--- config.mk ---
export PLATFORM = sky130hd
export DESIGN_NAME = multicycle_ctrl
export DESIGN_NICKNAME = d
export VERILOG_FILES = /design/src/rtl/multicycle_ctrl_pkg.sv /design/src/rtl/mc_decode.sv /design/src/rtl/multicycle_ctrl.sv
export SDC_FILE = /design/constraint.sdc
export NUM_CORES = 1
export LEC_CHECK = 0
export BUFFER_PORTS_ARGS = -buffer_cell sky130_fd_sc_hd__buf_2
export CAP_MARGIN = 10
export CORE_UTILIZATION = 40
export DETAILED_ROUTE_END_ITERATION = 8
export PLACE_DENSITY = 0.69
export SLEW_MARGIN = 10
export SYNTH_ARGS = -nofsm -noshare
export SYNTH_HDL_FRONTEND = slang
export SYNTH_SLANG_ARGS = --single-unit
export TNS_END_PERCENT = 100
--- constraint.sdc ---
create_clock -name Clk -period 1.7 [get_ports Clk]
set_input_delay 0.34 -clock Clk [delete_from_list [all_inputs] [get_ports Clk]]
set_output_delay 0.34 -clock Clk [all_outputs]
set_load 0.03 [all_outputs]
--- src/rtl/multicycle_ctrl_pkg.sv ---
// Shared constants and types for the multi-cycle MIPS-subset controller.
package multicycle_ctrl_pkg;

  // Controller states; codes 11-15 are unused.
  typedef enum logic [3:0] {
    S_IF     = 4'd0,
    S_ID     = 4'd1,
    S_EX_R   = 4'd2,
    S_EX_I   = 4'd3,
    S_EX_AD  = 4'd4,
    S_EX_BR  = 4'd5,
    S_MEM_LD = 4'd6,
    S_MEM_ST = 4'd7,
    S_WB_R   = 4'd8,
    S_WB_I   = 4'd9,
    S_WB_LD  = 4'd10
  } state_t;

  // Instruction classes produced by the opcode decoder.
  typedef enum logic [2:0] {
    CL_R,
    CL_I,
    CL_LS,
    CL_BR,
    CL_J,
    CL_ILL
  } iclass_t;

  // Opcodes (IR[31:26]).
  localparam logic [5:0] OP_RTYPE = 6'b000000;
  localparam logic [5:0] OP_ADDI  = 6'b001000;
  localparam logic [5:0] OP_ADDIU = 6'b001001;
  localparam logic [5:0] OP_ORI   = 6'b001101;
  localparam logic [5:0] OP_LW    = 6'b100011;
  localparam logic [5:0] OP_SW    = 6'b101011;
  localparam logic [5:0] OP_BEQ   = 6'b000100;
  localparam logic [5:0] OP_J     = 6'b000010;

  // R-type function codes (IR[5:0]).
  localparam logic [5:0] FN_ADD  = 6'b100000;
  localparam logic [5:0] FN_ADDU = 6'b100001;
  localparam logic [5:0] FN_SUB  = 6'b100010;
  localparam logic [5:0] FN_AND  = 6'b100100;
  localparam logic [5:0] FN_OR   = 6'b100101;
  localparam logic [5:0] FN_SLT  = 6'b101010;
  localparam logic [5:0] FN_SLTU = 6'b101011;

  // ALU operation codes.
  localparam logic [2:0] ALU_ADDU = 3'b000;
  localparam logic [2:0] ALU_ADD  = 3'b001;
  localparam logic [2:0] ALU_SUB  = 3'b010;
  localparam logic [2:0] ALU_AND  = 3'b011;
  localparam logic [2:0] ALU_OR   = 3'b100;
  localparam logic [2:0] ALU_SLT  = 3'b101;
  localparam logic [2:0] ALU_SLTU = 3'b110;

  // Next-PC select.
  localparam logic [1:0] PCSRC_PC4  = 2'b00;
  localparam logic [1:0] PCSRC_BR   = 2'b01;
  localparam logic [1:0] PCSRC_JUMP = 2'b10;

  // ALU B-operand select.
  localparam logic [1:0] ASB_BUSB  = 2'b00;
  localparam logic [1:0] ASB_FOUR  = 2'b01;
  localparam logic [1:0] ASB_IMM   = 2'b10;
  localparam logic [1:0] ASB_IMMSH = 2'b11;

endpackage

--- src/rtl/mc_decode.sv ---
// Combinational opcode/func decode: instruction class and ALU operation.
module mc_decode
  import multicycle_ctrl_pkg::*;
(
  input  logic [5:0] i_op,
  input  logic [5:0] i_func,
  output iclass_t    o_class,
  output logic       o_is_lw,
  output logic       o_zext,
  output logic       o_func_ok,
  output logic       o_ovf_trap,
  output logic [2:0] o_alu_r,
  output logic [2:0] o_alu_i
);

  // Opcode class, I-type ALU op, R-type func lookup and overflow-trapping ops.
  always_comb begin
    o_class  = CL_ILL;
    o_is_lw  = 1'b0;
    o_zext   = 1'b0;
    o_alu_i  = ALU_ADDU;
    case (i_op)
      OP_RTYPE: o_class = CL_R;
      OP_ADDI: begin
        o_class = CL_I;
        o_alu_i = ALU_ADD;
      end
      OP_ADDIU: o_class = CL_I;
      OP_ORI: begin
        o_class = CL_I;
        o_alu_i = ALU_OR;
        o_zext  = 1'b1;
      end
      OP_LW: begin
        o_class = CL_LS;
        o_is_lw = 1'b1;
      end
      OP_SW:  o_class = CL_LS;
      OP_BEQ: o_class = CL_BR;
      OP_J:   o_class = CL_J;
      default: o_class = CL_ILL;
    endcase

    o_func_ok = 1'b1;
    o_alu_r   = ALU_ADDU;
    case (i_func)
      FN_ADD:  o_alu_r = ALU_ADD;
      FN_ADDU: o_alu_r = ALU_ADDU;
      FN_SUB:  o_alu_r = ALU_SUB;
      FN_AND:  o_alu_r = ALU_AND;
      FN_OR:   o_alu_r = ALU_OR;
      FN_SLT:  o_alu_r = ALU_SLT;
      FN_SLTU: o_alu_r = ALU_SLTU;
      default: o_func_ok = 1'b0;
    endcase

    o_ovf_trap = (i_op == OP_ADDI) ||
                 ((i_op == OP_RTYPE) && ((i_func == FN_ADD) || (i_func == FN_SUB)));
  end

endmodule

--- src/rtl/multicycle_ctrl.sv ---
// Moore control FSM for the multi-cycle MIPS-subset datapath.
module multicycle_ctrl
  import multicycle_ctrl_pkg::*;
#(
  parameter int unsigned WAIT_LIMIT = 15,  // 0 disables the memory timeout
  parameter int unsigned WAIT_W     = 4    // 2**WAIT_W must exceed WAIT_LIMIT
) (
  input  logic       Clk,
  input  logic       Clrn,
  input  logic [5:0] OP,
  input  logic [5:0] func,
  input  logic       Z,
  input  logic       Overflow,
  input  logic       MemReady,
  output logic       PCWr,
  output logic       IRWr,
  output logic [1:0] PCSrc,
  output logic       ALUSrcA,
  output logic [1:0] ALUSrcB,
  output logic [2:0] ALUctr,
  output logic       ExtOp,
  output logic       RegDst,
  output logic       MemToReg,
  output logic       RegWr,
  output logic       MemRd,
  output logic       MemWr,
  output logic       Illegal,
  output logic       Fault,
  output logic [3:0] State
);

  state_t            r_state;
  logic              r_ovf;
  logic [WAIT_W-1:0] r_wait;

  state_t            w_cur;
  state_t            w_next;
  logic              w_ovf_ld;
  logic [WAIT_W-1:0] w_wait_nxt;
  logic              w_limit_hit;

  iclass_t           w_class;
  logic              w_is_lw;
  logic              w_zext;
  logic              w_func_ok;
  logic              w_ovf_trap;
  logic [2:0]        w_alu_r;
  logic [2:0]        w_alu_i;

  mc_decode u_decode (
    .i_op       (OP),
    .i_func     (func),
    .o_class    (w_class),
    .o_is_lw    (w_is_lw),
    .o_zext     (w_zext),
    .o_func_ok  (w_func_ok),
    .o_ovf_trap (w_ovf_trap),
    .o_alu_r    (w_alu_r),
    .o_alu_i    (w_alu_i)
  );

  // While reset is held the outputs already show the IF decode, before the edge lands.
  assign w_cur       = Clrn ? r_state : S_IF;
  assign State       = w_cur;
  assign w_limit_hit = (WAIT_LIMIT != 0) && (r_wait == WAIT_W'(WAIT_LIMIT));

  // State register, latched overflow flag and memory wait counter.
  always_ff @(posedge Clk) begin
    if (!Clrn) begin
      r_state <= S_IF;
      r_ovf   <= 1'b0;
      r_wait  <= '0;
    end else begin
      r_state <= w_next;
      r_wait  <= w_wait_nxt;
      if (w_ovf_ld) r_ovf <= Overflow;
    end
  end

  // Next-state and Moore output decode; write strobes are masked during reset.
  always_comb begin
    w_next     = S_IF;
    w_ovf_ld   = 1'b0;
    w_wait_nxt = '0;
    PCWr       = 1'b0;
    IRWr       = 1'b0;
    PCSrc      = PCSRC_PC4;
    ALUSrcA    = 1'b0;
    ALUSrcB    = ASB_BUSB;
    ALUctr     = ALU_ADDU;
    ExtOp      = 1'b0;
    RegDst     = 1'b0;
    MemToReg   = 1'b0;
    RegWr      = 1'b0;
    MemRd      = 1'b0;
    MemWr      = 1'b0;
    Illegal    = 1'b0;
    Fault      = 1'b0;

    case (w_cur)
      S_IF: begin
        IRWr    = 1'b1;
        PCWr    = 1'b1;
        PCSrc   = PCSRC_PC4;
        ALUSrcB = ASB_FOUR;
        ALUctr  = ALU_ADDU;
        w_next  = S_ID;
      end
      S_ID: begin
        ALUSrcB = ASB_IMMSH;
        ExtOp   = 1'b1;
        ALUctr  = ALU_ADDU;
        case (w_class)
          CL_R:  w_next = S_EX_R;
          CL_I:  w_next = S_EX_I;
          CL_LS: w_next = S_EX_AD;
          CL_BR: w_next = S_EX_BR;
          CL_J: begin
            PCWr   = 1'b1;
            PCSrc  = PCSRC_JUMP;
            w_next = S_IF;
          end
          default: begin
            Illegal = 1'b1;
            w_next  = S_IF;
          end
        endcase
      end
      S_EX_R: begin
        ALUSrcA = 1'b1;
        ALUSrcB = ASB_BUSB;
        ALUctr  = w_alu_r;
        if (w_func_ok) begin
          w_ovf_ld = 1'b1;
          w_next   = S_WB_R;
        end else begin
          Illegal = 1'b1;
          w_next  = S_IF;
        end
      end
      S_EX_I: begin
        ALUSrcA  = 1'b1;
        ALUSrcB  = ASB_IMM;
        ExtOp    = ~w_zext;
        ALUctr   = w_alu_i;
        w_ovf_ld = 1'b1;
        w_next   = S_WB_I;
      end
      S_EX_AD: begin
        ALUSrcA = 1'b1;
        ALUSrcB = ASB_IMM;
        ExtOp   = 1'b1;
        ALUctr  = ALU_ADDU;
        w_next  = w_is_lw ? S_MEM_LD : S_MEM_ST;
      end
      S_EX_BR: begin
        ALUSrcA = 1'b1;
        ALUSrcB = ASB_BUSB;
        ALUctr  = ALU_SUB;
        PCSrc   = PCSRC_BR;
        PCWr    = Z;
        w_next  = S_IF;
      end
      S_MEM_LD, S_MEM_ST: begin
        MemRd = (w_cur == S_MEM_LD);
        MemWr = (w_cur == S_MEM_ST);
        // Ready is checked before the limit so a completion on the last allowed cycle wins.
        if (MemReady) begin
          w_next = (w_cur == S_MEM_LD) ? S_WB_LD : S_IF;
        end else if (w_limit_hit) begin
          Fault  = 1'b1;
          w_next = S_IF;
        end else begin
          w_next     = w_cur;
          w_wait_nxt = r_wait + 1'b1;
        end
      end
      S_WB_R: begin
        RegDst = 1'b1;
        RegWr  = ~(w_ovf_trap & r_ovf);
        w_next = S_IF;
      end
      S_WB_I: begin
        RegWr  = ~(w_ovf_trap & r_ovf);
        w_next = S_IF;
      end
      S_WB_LD: begin
        MemToReg = 1'b1;
        RegWr    = 1'b1;
        w_next   = S_IF;
      end
      default: w_next = S_IF;
    endcase

    if (!Clrn) begin
      PCWr    = 1'b0;
      IRWr    = 1'b0;
      RegWr   = 1'b0;
      MemRd   = 1'b0;
      MemWr   = 1'b0;
      Illegal = 1'b0;
      Fault   = 1'b0;
    end
  end

endmodule

# Yosys cells after proc, flatten, opt, wreduce, memory -nomap -nowiden
# Index checks and enable logic that the tools add are counted.
classes:
  n_addsub: 1
  eq_ne: 29
  n_mux: 43
  bitwise: 5
  reduce_logical: 16
op_table:
  columns: ["operator", "n"]
  rows:
  - ["$eq 6x6->1 const B", 9]
  - ["$mux 1", 24]
  - ["$pmux 4 s6", 1]
  - ["$mux 4", 5]
  - ["$eq 6x4->1 const B", 3]
  - ["$pmux 3 s6", 1]
  - ["$eq 4x3->1 const B", 4]
  - ["$eq 4x4->1 const B", 4]
  - ["$pmux 3 s5", 1]
  - ["$pmux 3 s4", 1]
  - ["$reduce_or 2->1", 5]
  - ["$pmux 3 s3", 1]
  - ["$eq 4x2->1 const B", 2]
  - ["$pmux 1 s2", 4]
  - ["$reduce_or 4->1", 2]
  - ["$reduce_or 7->1", 1]
  - ["$eq 3x2->1 const B", 2]
  - ["$eq 6x2->1 const B", 1]
  - ["$eq 6x3->1 const B", 1]
  - ["$logic_not 6->1", 1]
  - ["$pmux 2 s3", 1]
  - ["$pmux 3 s2", 1]
  - ["$reduce_or 5->1", 1]
  - ["$add 4x1->4 const B", 1]
  - ["13 further kinds", 17]
word_totals:
  regBits: 9
  input_bits: 17
  word_cells: 97

# Logic depth before layout (Yosys ltp)
# Gate-level depths: netlist of the first run.
depth:
  word_depth: 8
  ltp_mapped: 6
  ltp_nobuf: 5

# Hierarchy
# Synthesis of the first run repeated with hierarchy kept, for this count alone.
unflattened:
  cells_unflattened: 136
  hier_area_um2: 950.9
by_module_without_submodules:
  columns: ["mod", "instances", "cells_each", "area_each_um2", "seq_area_each_um2"]
  rows:
  - ["multicycle_ctrl", 1, 96, 724.4, 180.2]
  - ["mc_decode", 1, 40, 226.5, 0.0]

# Least setup slack after synthesis of the first run
# OpenSTA, ideal clock, no wires.
synth_path:
  path_type: "input-to-output"
  startpoint: "input Clrn"
  endpoint: "output ALUctr[1]"
  arrival_ns: 2.151
  path_slack_ns: -0.791
  stages: 4
  n_path_buf: 1
  cell_sequence: "buf_6 > nand2_1 > or3_2 > o41ai_1"
synth_between:
  elab_chain_len: 3
  elab_cells_between_ends: 5
  cone_classes: "eq/ne (3); mux (2)"
synth_rtl:
  columns: ["element", "line", "source"]
  rows:
  - ["start, declared", "multicycle_ctrl.sv:9", "input logic Clrn,"]
  - ["$mux 4 (*)", "multicycle_ctrl.sv:63", "assign w_cur = Clrn ? r_state : S_IF;"]
  - ["$eq 4x3->1 or $eq 4x2->1 (tied branches)", "multicycle_ctrl.sv:100", "case (w_cur)"]
  - ["$pmux 3 s3 (*)", "multicycle_ctrl.sv:100", null]
  - ["end, declared", "multicycle_ctrl.sv:20", "output logic [2:0] ALUctr,"]
# Mark *: on every way between the ends. The rest lies on a longest branch, timed or not.

# Worst setup path in the final report of the first run
layout_path:
  startpoint: "input OP[5]"
  endpoint: "output Illegal"
layout_between:
  elab_chain_len: 8
  elab_cells_between_ends: 20
  cone_classes: "eq/ne (11); mux (4); reduce/logical (5)"
layout_rtl:
  columns: ["element", "line", "source"]
  rows:
  - ["start, declared", "multicycle_ctrl.sv:10", "input logic [5:0] OP,"]
  - ["$eq 6x4->1 or $eq 6x6->1 (tied branches)", "mc_decode.sv:22", "case (i_op)"]
  - ["$reduce_or 3->1 (no source line) or $reduce_or 2->1 (tied branches)", null, null]
  - ["$pmux 3 s5 (*)", "mc_decode.sv:22", null]
  - ["$eq 3x2->1 (tied with other cells)", "multicycle_ctrl.sv:113", "case (w_class)"]
  - ["$reduce_or 5->1 (no source line) (*)", null, null]
  - ["$mux 1 (*)", "multicycle_ctrl.sv:113", null]
  - ["$pmux 1 s2 (*)", "multicycle_ctrl.sv:100", null]
  - ["$mux 1 (*)", "multicycle_ctrl.sv:195", "if (!Clrn) begin"]
  - ["end, declared", "multicycle_ctrl.sv:27", "output logic Illegal,"]
# Marked as above.

==> results.tsv, run 1 <==
stage	metric	value	unit
logic_synthesis	synth-main-ff-cell	dfxtp_1	
floorplan	die_area	2450	um^2
routing	drtPass1Iterations	5	
power_and_ir_drop	p_per_area	367	nW/um^2
logic_synthesis	synth_top_area_share	0.200	
logic_synthesis	synth_seq_cells	9	
worst_setup_path	cp_max_fo	4	
finish	insertedDiodeCount	0	
clock_tree	ctsHoldBuffers	0	
worst_setup_path	critPathLaunch	OP[5]	
hold_path	hold_depth	2	
floorplan	die_y	49.5	um
finish	num-nets-final	231	
global_route	grt_pass1_wl	5.87	mm
worst_setup_path	cp-start-kind	input pin	
routing	vias	1631	
status	status	complete, but fails checks	
status	violations	setup timing	
logic_synthesis	synth-edff-count	0	
worst_setup_path	path_cells	buf_2, buf_4, nor3_1, nand2_1, a21oi_1, o32ai_4, buf_6	
worst_setup_path	r2r-start	r_state[1]	
logic_synthesis	synth.distinct_cells	42	
clock_tree	cts_sinks	9	
sta	rsz0062_at_grt	yes	
sta	tightest_slew	0.453	ns
sta	slew_headroom	0.695	
job	cap_violations	0	
place	gp_congestion	0.797	
logic_synthesis	yosys_warnings	0	
logic_synthesis	ys_seq_area_frac	0.200	
floorplan	ioPinCount	39	
logic_synthesis	synth_top_area_cell	dfxtp_1	
sta	slew_viol_final	0	
logic_synthesis	synthArstFlopShare	0	
clock_tree	cts_tree	built	
logic_synthesis	synth_fp_nets	147	
logic_synthesis	syn_avg_cell_area	6.98	um^2
place	hpwl	2.33	mm
sta	min_period	2.05	ns
sta	clock_skew	0.00491	ns
sta	finalSetupViolCount	19	
clock_tree	path_clk_slew	0.06	ns
floorplan	coreArea	2040	um^2
routing	drt_wl_total	5.56	mm
clock_tree	clockBufferDepth	2	
routing	wire_per_inst	23.3	um
finish	drive_gt1_frac	0.651	
finish	area.growth.synth_to_final	115	%
clock_tree	clkLatencyLatePin	0.27	ns
worst_setup_path	cp-end-kind	primary output	
place	port_buffers	38	
hold_path	min-delay-start	Overflow	
floorplan	num_rows	16	
worst_setup_path	cp.required	1.36	ns
floorplan	initial_core_util	0.441	
logic_synthesis	synthCells	129	
global_route	grt_remaining_overflow	0	
routing	drc	0	
logic_synthesis	syn-cell-area	901	um^2
sta	timing.fmax	0.488	GHz
finish	finish.utilization	0.949	
sta	timing.final.ws_setup	-0.348	ns
global_route	grt_pass1_vias	1262	
clock_tree	cts_made_buffers	3	
power_and_ir_drop	max-vdd-ir-drop	0.542	mV
routing	antenna_left	0	
sta	hold_viol	0	
routing	first_iter_violations	100	
worst_setup_path	crit_type	input pin to primary output	
global_route	grt_max_degree	20	
power_and_ir_drop	cellLeakagePower	0.854	nW
clock_tree	cts-root-buf	clkbuf_4	
worst_setup_path	cpPeakStageDelay	0.36	ns
place	place_ws	-0.345	ns
logic_synthesis	synthTopCellsByArea	dfxtp_1, a21oi_1, nor4_1	
sta	final.period_utilization	1.20	
floorplan	die_w	49.5	um
hold_path	hp-class	input pin to flop	
routing	viasPerCell	6.82	
global_route	grtUsageTotal	0.307	
sta	tns	-3.23	ns
worst_setup_path	critical_path_arrival	1.71	ns
global_route	antenna_found_initial	0	
worst_setup_path	r2r_cells	6	
clock_tree	h-tree-depth	1	
worst_setup_path	cp_slowest_cell	a21oi_1	
## report_power, final
part / internal, mW / switching (mW) / total [mW]
clock: 0.0910 / 0.0866 / 0.178
combinational: 0.135 / 0.184 / 0.319
sequential: 0.210 / 0.00477 / 0.215
## sequential cells by signal (all words and copies together), names as in the netlist
signal	flops
r_state	4
r_wait	4
r_ovf	1
## metrics by stage
step / std cells / area, um^2 / hold WS [ns] / total power [mW]
finish: 239 / 1940 / 0.332 / 0.711
global route: 239 / 1940 / 0.342 / 0.727
CTS: 230 / 1720 / 0.323 / 0.651
detailed placement: 223 / 1480 / 0.441 / 0.446
global placement: 223 / 1480 / 0.434 / 0.441
floorplan: 129 / 1030 / 0.417 / 0.352
## cells in the mapped netlist, drive strengths merged, types with 3 or more instances
library cell,n
and2,3
nor3b,3
a31oi,3
nand2,13
buf,3
inv,6
nor2b,3
clkbuf,4
nor4,8
xnor2,3
nand3,3
nor2,13
nor3,9
dfxtp,9
nand2b,6
nand3b,4
a21oi,11
## routing by layer
metal | up-vias | share of wire | wire length (um) | global-route usage
met2 | 185 | 0.45 | 2490 | 0.603
met5 | - | 0 | 0 | 0
li1 | 643 | - | - | -
met1 | 722 | 0.31 | 1720 | 0.352
met4 | 0 | 0.12 | 660 | 0.0714
met3 | 81 | 0.12 | 687 | 0.0278
## layout make-up
| type | instances | area (um^2) |
|---|---|---|
| inverter | 6 | 26.3 |
| timing repair buffer | 86 | 702 |
| fill | 58 | 104 |
| multi-input combinational | 107 | 957 |
| sequential | 9 | 193 |
| tap | 27 | 33.8 |
| clock buffer | 4 | 26.3 |
## critical path, delay by kind of cell
kind,cells,cell delay [ns]
and+or+nand+nor,2,0.44
buffers and inverters,3,0.43
AOI/OAI and AO/OA,2,0.51
## logic make-up after synthesis
| kind of cell | Yosys count | share of synthesized area |
|---|---|---|
| AOI/OAI and AO/OA | 27 | 0.206 |
| adders and majority gates | 1 | 0.0139 |
| xor gates and xnor gates | 4 | 0.0389 |
| and+or+nand+nor | 75 | 0.469 |
| buffers and inverters | 13 | 0.0722 |
| DFF | 9 | 0.200 |
## layout by cell type (no fill, tap or decap), types with 2 or more instances in the layout
cell type	instances
nand2b_4	2
nor2_2	3
o41ai_4	2
nand2b_1	4
nand2_1	9
a21oi_1	8
a21oi_2	3
a31oi_1	2
nor4_4	6
nor3_1	7
and3_4	2
buf_2	18
buf_6	27
nand3b_1	4
nand3_1	3
buf_4	40
and2_1	2
xnor2_1	3
clkbuf_4	4
dfxtp_4	3
inv_2	3
inv_1	2
nand2_4	3
dfxtp_1	5
nor3b_1	2
nor2_4	4
nor3_4	2
or3_4	2
nor2b_1	2
nor2_1	6
## what timing repair did
item | CTS | global route
cloned | 0 | 0
endpoints found under the setup margin | 18 | 19
buffers inserted | 3 | 10
gates resized for setup | 52 | 36
pin swaps | 8 | 16
## final timing paths
path / end / slack [ns]
worst min-delay path: r_ovf / 0.33
worst max-delay path: Illegal / -0.35
worst max register to register: r_state[0] / -0.29
worst min register to register: r_wait[0] / 0.52
No activity file was read; power rests on OpenSTA's default activity.
==> run 2, diff against run 1 <==
--- a/config.mk
+++ b/config.mk
@@ -7,9 +7,9 @@
 export LEC_CHECK = 0
 export BUFFER_PORTS_ARGS = -buffer_cell sky130_fd_sc_hd__buf_2
 export CAP_MARGIN = 10
-export CORE_UTILIZATION = 40
+export CORE_UTILIZATION = 47
 export DETAILED_ROUTE_END_ITERATION = 8
-export PLACE_DENSITY = 0.69
+export PLACE_DENSITY = 0.79
 export SLEW_MARGIN = 10
 export SYNTH_ARGS = -nofsm -noshare
 export SYNTH_HDL_FRONTEND = slang
==> constraint.sdc (replaced) <==
create_clock -name Clk -period 2.3 [get_ports Clk]
set_input_delay 0.46 -clock Clk [delete_from_list [all_inputs] [get_ports Clk]]
set_output_delay 0.46 -clock Clk [all_outputs]
set_load 0.03 [all_outputs]
==> run 2 against run 1 <==
  * The flow now finishes without violations
  * Non-clock buffer count decreased by 41
  * Register-to-register slack improved by 0.91 ns
  * Clock-buffer cell count unchanged
  * First-iteration DRC count decreased by 65%
  * Sequential power decreased by 25%
  * Routed wire length decreased by 55%
  * Critical path depth decreased by 4
  * Die area decreased by 14%
  * Global-route usage decreased by 4.8 points
  * Worst hold slack improved by 0.098 ns
  * Critical endpoint unchanged
  * Highest routed layer is now met3
==> results.tsv, run 2 (synthesized netlist as in run 1, its figures left out) <==
stage	metric	value	unit	change
worst_setup_path	critPathLaunch	r_state[3]		
sta	min_period	2.26	ns	
routing	wire_per_inst	12.8	um	-45%
floorplan	ioPinCount	39		unchanged
place	hpwl	2.01	mm	-14%
sta	timing.fmax	0.443	GHz	
finish	drive_gt1_frac	0.357		-0.294
worst_setup_path	path_cells	or4_4, o32ai_1, buf_4		
finish	insertedDiodeCount	0		unchanged
worst_setup_path	r2r_end	r_state[0]		
worst_setup_path	critical_path_arrival	1.80	ns	+0.09 ns
sta	rsz0062_at_grt	yes		
finish	stdcell_count	196		-18%
routing	antenna_left	0		unchanged
floorplan	die_area	2100	um^2	-14%
clock_tree	path_clk_slew	0.06	ns	about the same
clock_tree	h-tree-depth	1		unchanged
floorplan	coreArea	1760	um^2	-14%
finish	area.growth.synth_to_final	32.5	%	
worst_setup_path	worstSetupEndpoint	Illegal		
clock_tree	cts_resized	0		-100%
job	cap_violations	0		unchanged
sta	slew_viol_final	0		unchanged
routing	viasPerCell	5.72		-16%
power_and_ir_drop	total_power	415	uW	-42%
worst_setup_path	r2r_slack	0.62	ns	+0.91 ns
finish	layout_common_cells	buf_2, nor2_1, nand2_1, a21oi_1		
power_and_ir_drop	max-vdd-ir-drop	0.294	mV	-46%
worst_setup_path	r2r_cells	6		unchanged
clock_tree	post_cts.repair.setup_buffers	0		-3
routing	drc	0		unchanged
finish	stdcell_area	1190	um^2	-38%
routing	drtPass1Iterations	4		-1
worst_setup_path	cp-end-kind	primary output		
routing	first_iter_violations	35		-65%
clock_tree	clockBufferDepth	2		unchanged
power_and_ir_drop	p_per_area	348	nW/um^2	-5.2%
worst_setup_path	cp-start-kind	flop		
finish	finish.utilization	0.677		-0.273
hold_path	hp-class	input pin to flop		
worst_setup_path	cp_max_fo	10		+6
place	placed_cell_area	1160	um^2	-22%
global_route	grtUsageTotal	0.260		-0.0476
clock_tree	ctsHoldBuffers	0		unchanged
worst_setup_path	crit_type	flop to primary output		
global_route	grt_pass1_wl	4.01	mm	-32%
clock_tree	clkLatencyLatePin	0.26	ns	about the same
status	status	complete, no violations		
sta	hold_viol	0		unchanged
place	dp_cells	192		-14%
global_route	grt_pass1_vias	940		-26%
place	gp_congestion	0.874		+9.6%
floorplan	die_y	45.8	um	-7.4%
worst_setup_path	crit_cells	3		-4
clock_tree	cts-root-buf	clkbuf_4		
worst_setup_path	crit_family	simple AND/OR/NAND/NOR gates		
clock_tree	cts_sinks	9		unchanged
sta	clock_skew	0.00393	ns	-0.000972 ns
sta	tns	0	ns	+3.23 ns
worst_setup_path	cpPeakStageDelay	0.57	ns	+0.21 ns
worst_setup_path	cp_slowest_cell	or4_4		
floorplan	initial_core_util	0.511		+0.0695
clock_tree	cts_made_buffers	3		unchanged
sta	slew_headroom	0.745		+0.0491
worst_setup_path	crit_buf_inv	1		-2
sta	tightest_slew	0.380	ns	-0.0733 ns
finish	final_common_cell	buf_2		
worst_setup_path	r2r-start	r_state[1]		
floorplan	die_w	45.8	um	-7.4%
global_route	antenna_found_initial	0		unchanged
global_route	grt_max_degree	20		unchanged
floorplan	num_rows	15		-1
clock_tree	cts_tree	built		
finish	top_regs	r_state x4, r_wait x4, r_ovf x1		
sta	finalSetupViolCount	0		-19
finish	num-nets-final	190		-18%
power_and_ir_drop	cellLeakagePower	0.550	nW	-36%
routing	drt_wl_total	2.52	mm	-55%
global_route	grt_remaining_overflow	0		unchanged
place	port_buffers	38		unchanged
routing	vias	1121		-31%
worst_setup_path	cp.required	1.84	ns	+0.48 ns
sta	final.period_utilization	0.981		
## run 2: cell count changes in the layout (fill, tap and decap cells not counted), moves of 4 or more
cell    before  now
nor4_4       6    0
buf_2       18   37
nor4_1       1    6
buf_6       27    0
nor2_1       6   13
nor2_4       4    0
inv_1        2    6
buf_4       40    8
## run 2: stage by stage
stage / setup WS, ns / hold slack (ns)
5_1_grt: -0.0232 / 0.428
2_1_floorplan: -0.0618 / 0.417
6_report: 0.0437 / 0.430
4_1_cts: 0.00816 / 0.427
3_3_place_gp: 0.0637 / 0.427
3_5_place_dp: 0.00232 / 0.452
## run 2: routing by layer
metal | part of all wire | track usage | up-vias
met5 | 0 | 0 | -
met4 | 0 | 0.0412 | 0
met3 | 0.078 | 0.0833 | 0
met2 | 0.50 | 0.426 | 52
met1 | 0.42 | 0.337 | 510
li1 | - | - | 559
## run 2: worst min-delay path by stage
stage          startpoint         to  slack [ns]  cells past startpoint
6_report         Overflow      r_ovf        0.43                      2
3_5_place_dp    r_wait[0]  r_wait[0]        0.45                      1
3_3_place_gp    r_wait[0]  r_wait[0]        0.43                      1
5_1_grt          Overflow      r_ovf        0.43                      2
2_1_floorplan   r_wait[0]  r_wait[0]        0.42                      1
4_1_cts          Overflow      r_ovf        0.43                      2
## run 2: cell type report
type | count | area [um^2]
clock buffers | 4 | 26.3
fillers | 163 | 571
inverters | 6 | 22.5
multi-input cells | 107 | 687
flip-flops and latches | 9 | 181
well taps | 25 | 31.3
repair buffers | 45 | 245
## run 2: where the power goes
group	switching [mW]	internal, mW	leakage [nW]
combinational	0.0809	0.0520	0.462
sequential	0.00242	0.158	0.0734
clock	0.0549	0.0668	0.0150
==> run 3, diff against run 2 <==
--- a/config.mk
+++ b/config.mk
@@ -5,7 +5,7 @@
 export SDC_FILE = /design/constraint.sdc
 export NUM_CORES = 1
 export LEC_CHECK = 0
-export BUFFER_PORTS_ARGS = -buffer_cell sky130_fd_sc_hd__buf_2
+export BUFFER_PORTS_ARGS = -buffer_cell sky130_fd_sc_hd__clkbuf_2
 export CAP_MARGIN = 10
 export CORE_UTILIZATION = 47
 export DETAILED_ROUTE_END_ITERATION = 8
==> run 3 against run 2 <==
  * Critical path depth stayed put
  * Total power grew 0.98%
  * Global-route usage is the same
  * Combinational power increased by 3%
  * Clock-buffer cell count is the same
  * Critical endpoint unchanged
  * Largest cell class unchanged
==> results.tsv, run 3 (synthesized netlist as in run 1, its figures left out) <==
stage	metric	value	unit	change
status	status	complete, no violations		
place	gp_congestion	0.862		-1.4%
worst_setup_path	r2r_slack	0.60	ns	-0.02 ns
power_and_ir_drop	max-vdd-ir-drop	0.268	mV	-8.8%
worst_setup_path	cp.required	1.84	ns	about the same
global_route	grtUsageTotal	0.260		unchanged
sta	tightest_slew	0.380	ns	+0.000570 ns
floorplan	ioPinCount	39		unchanged
hold_path	min-delay-start	Overflow		
place	placed_cell_area	1170	um^2	+1.3%
routing	drtPass1Iterations	4		unchanged
worst_setup_path	r2r_end	r_state[0]		
global_route	grt_pass1_wl	3.99	mm	-0.50%
clock_tree	clockBufferDepth	2		unchanged
sta	holdWs	0.422	ns	-0.00778 ns
routing	first_iter_violations	21		-40%
floorplan	die_w	45.8	um	unchanged
routing	drc	0		unchanged
clock_tree	cts-root-buf	clkbuf_4		
sta	finalSetupViolCount	0		unchanged
hold_path	hold_depth	2		unchanged
finish	top_regs	r_state x4, r_wait x4, r_ovf x1		
routing	antenna_left	0		unchanged
routing	viasPerCell	5.60		-2.2%
global_route	grt_pass1_vias	966		+2.8%
floorplan	initial_core_util	0.511		unchanged
place	hpwl	2.02	mm	+0.17%
place	dp_cells	194		+1.0%
sta	clock_skew	0.00499	ns	+0.00106 ns
job	cap_violations	0		unchanged
finish	layout_common_cells	clkbuf_2, nor2_1, nand2_1, a21oi_1, buf_4		
floorplan	die_y	45.8	um	unchanged
routing	drt_wl_total	2.53	mm	+0.48%
clock_tree	cts_sinks	9		unchanged
sta	rsz0062_at_grt	yes		
finish	insertedDiodeCount	0		unchanged
global_route	grt_remaining_overflow	0		unchanged
hold_path	hp-class	input pin to flop		
worst_setup_path	cp-end-kind	primary output		
global_route	antenna_found_initial	0		unchanged
hold_path	min_to	r_ovf		
clock_tree	cts_made_buffers	3		unchanged
clock_tree	h-tree-depth	1		unchanged
power_and_ir_drop	p_per_area	340	nW/um^2	-2.2%
place	port_buffers	38		unchanged
clock_tree	post_cts.repair.setup_buffers	0		unchanged
finish	final_common_cell	clkbuf_2		
sta	hold_viol	0		unchanged
sta	min_period	2.27	ns	+0.0173 ns
clock_tree	path_clk_slew	0.06	ns	about the same
sta	slew_headroom	0.746		+0.00161
worst_setup_path	cp_max_fo	10		unchanged
worst_setup_path	r2r-start	r_state[3]		
floorplan	num_rows	15		unchanged
clock_tree	clkLatencyLatePin	0.27	ns	about the same
clock_tree	ctsHoldBuffers	0		unchanged
finish	num-nets-final	192		+1.1%
finish	drive_gt1_frac	0.393		+0.0363
global_route	grt_max_degree	20		unchanged
floorplan	coreArea	1760	um^2	unchanged
worst_setup_path	crit_type	flop to primary output		
worst_setup_path	critical_path_arrival	1.81	ns	about the same
finish	stdcell_area	1230	um^2	+3.2%
power_and_ir_drop	cellLeakagePower	0.552	nW	+0.40%
sta	slew_viol_final	0		unchanged
routing	vias	1108		-1.2%
sta	timing.fmax	0.440	GHz	-0.76%
floorplan	die_area	2100	um^2	unchanged
clock_tree	cts_tree	built		
routing	wire_per_inst	12.8	um	-0.54%
worst_setup_path	cp-start-kind	flop		
worst_setup_path	r2r_cells	4		-2
finish	stdcell_count	198		+1.0%
sta	final.period_utilization	0.989		+0.00751
finish	area.growth.synth_to_final	36.8	%	
-- run 3: final cells by class --
class | count | area (um^2)
multi-input cells | 107 | 707
clock buffers | 4 | 26.3
flip-flops and latches | 9 | 183
fillers | 164 | 532
well taps | 25 | 31.3
inverters | 6 | 22.5
repair buffers | 47 | 263
-- run 3: power breakdown --
part	switching (mW)	internal [mW]	leakage (nW)
sequential	0.00297	0.158	0.0739
clock	0.0547	0.0668	0.0150
combinational	0.0823	0.0543	0.463
total	0.140	0.279	0.552
-- run 3: worst max-delay path: stages, from the launching register on --
cell	delay [ns]
dfxtp_1	0.42
or4_4	0.57
o32ai_1	0.34
buf_4	0.22
-- run 3: per-layer routing --
metal / track usage / vias to the layer above / wire length [um]
li1: - / 560 / -
met1: 0.325 / 514 / 1170
met3: 0.0754 / 2 / 130
met2: 0.429 / 32 / 1220
met4: 0.0765 / 0 / 11
met5: 0 / - / 0
-- run 3: what timing repair did --
action,in CTS,in global routing
setup endpoints to repair,2,8
pin swaps,0,0
gates resized for setup,1,10
-- run 3: worst max-delay path by stage --
stage	cells after the start	endpoint	slack, ns	from
detailed placement	7	PCWr	0.03	OP[4]
global placement	7	PCWr	0.08	OP[4]
CTS	3	Illegal	0.02	r_state[3]
global route	7	PCWr	-0.01	r_state[1]
floorplan	4	Illegal	-0.06	Clrn
finish	3	Illegal	0.03	r_state[3]
-- run 3: stage by stage --
stage / util / power [mW] / setup WS [ns] / TNS, ns
4_1_cts: 0.680 / 0.420 / 0.0168 / 0
5_1_grt: 0.699 / 0.448 / -0.0123 / -0.0271
6_report: 0.699 / 0.419 / 0.0264 / 0
2_1_floorplan: - / 0.245 / -0.0618 / -0.120
3_5_place_dp: 0.665 / 0.296 / 0.0263 / 0
3_3_place_gp: 0.665 / 0.293 / 0.0755 / 0
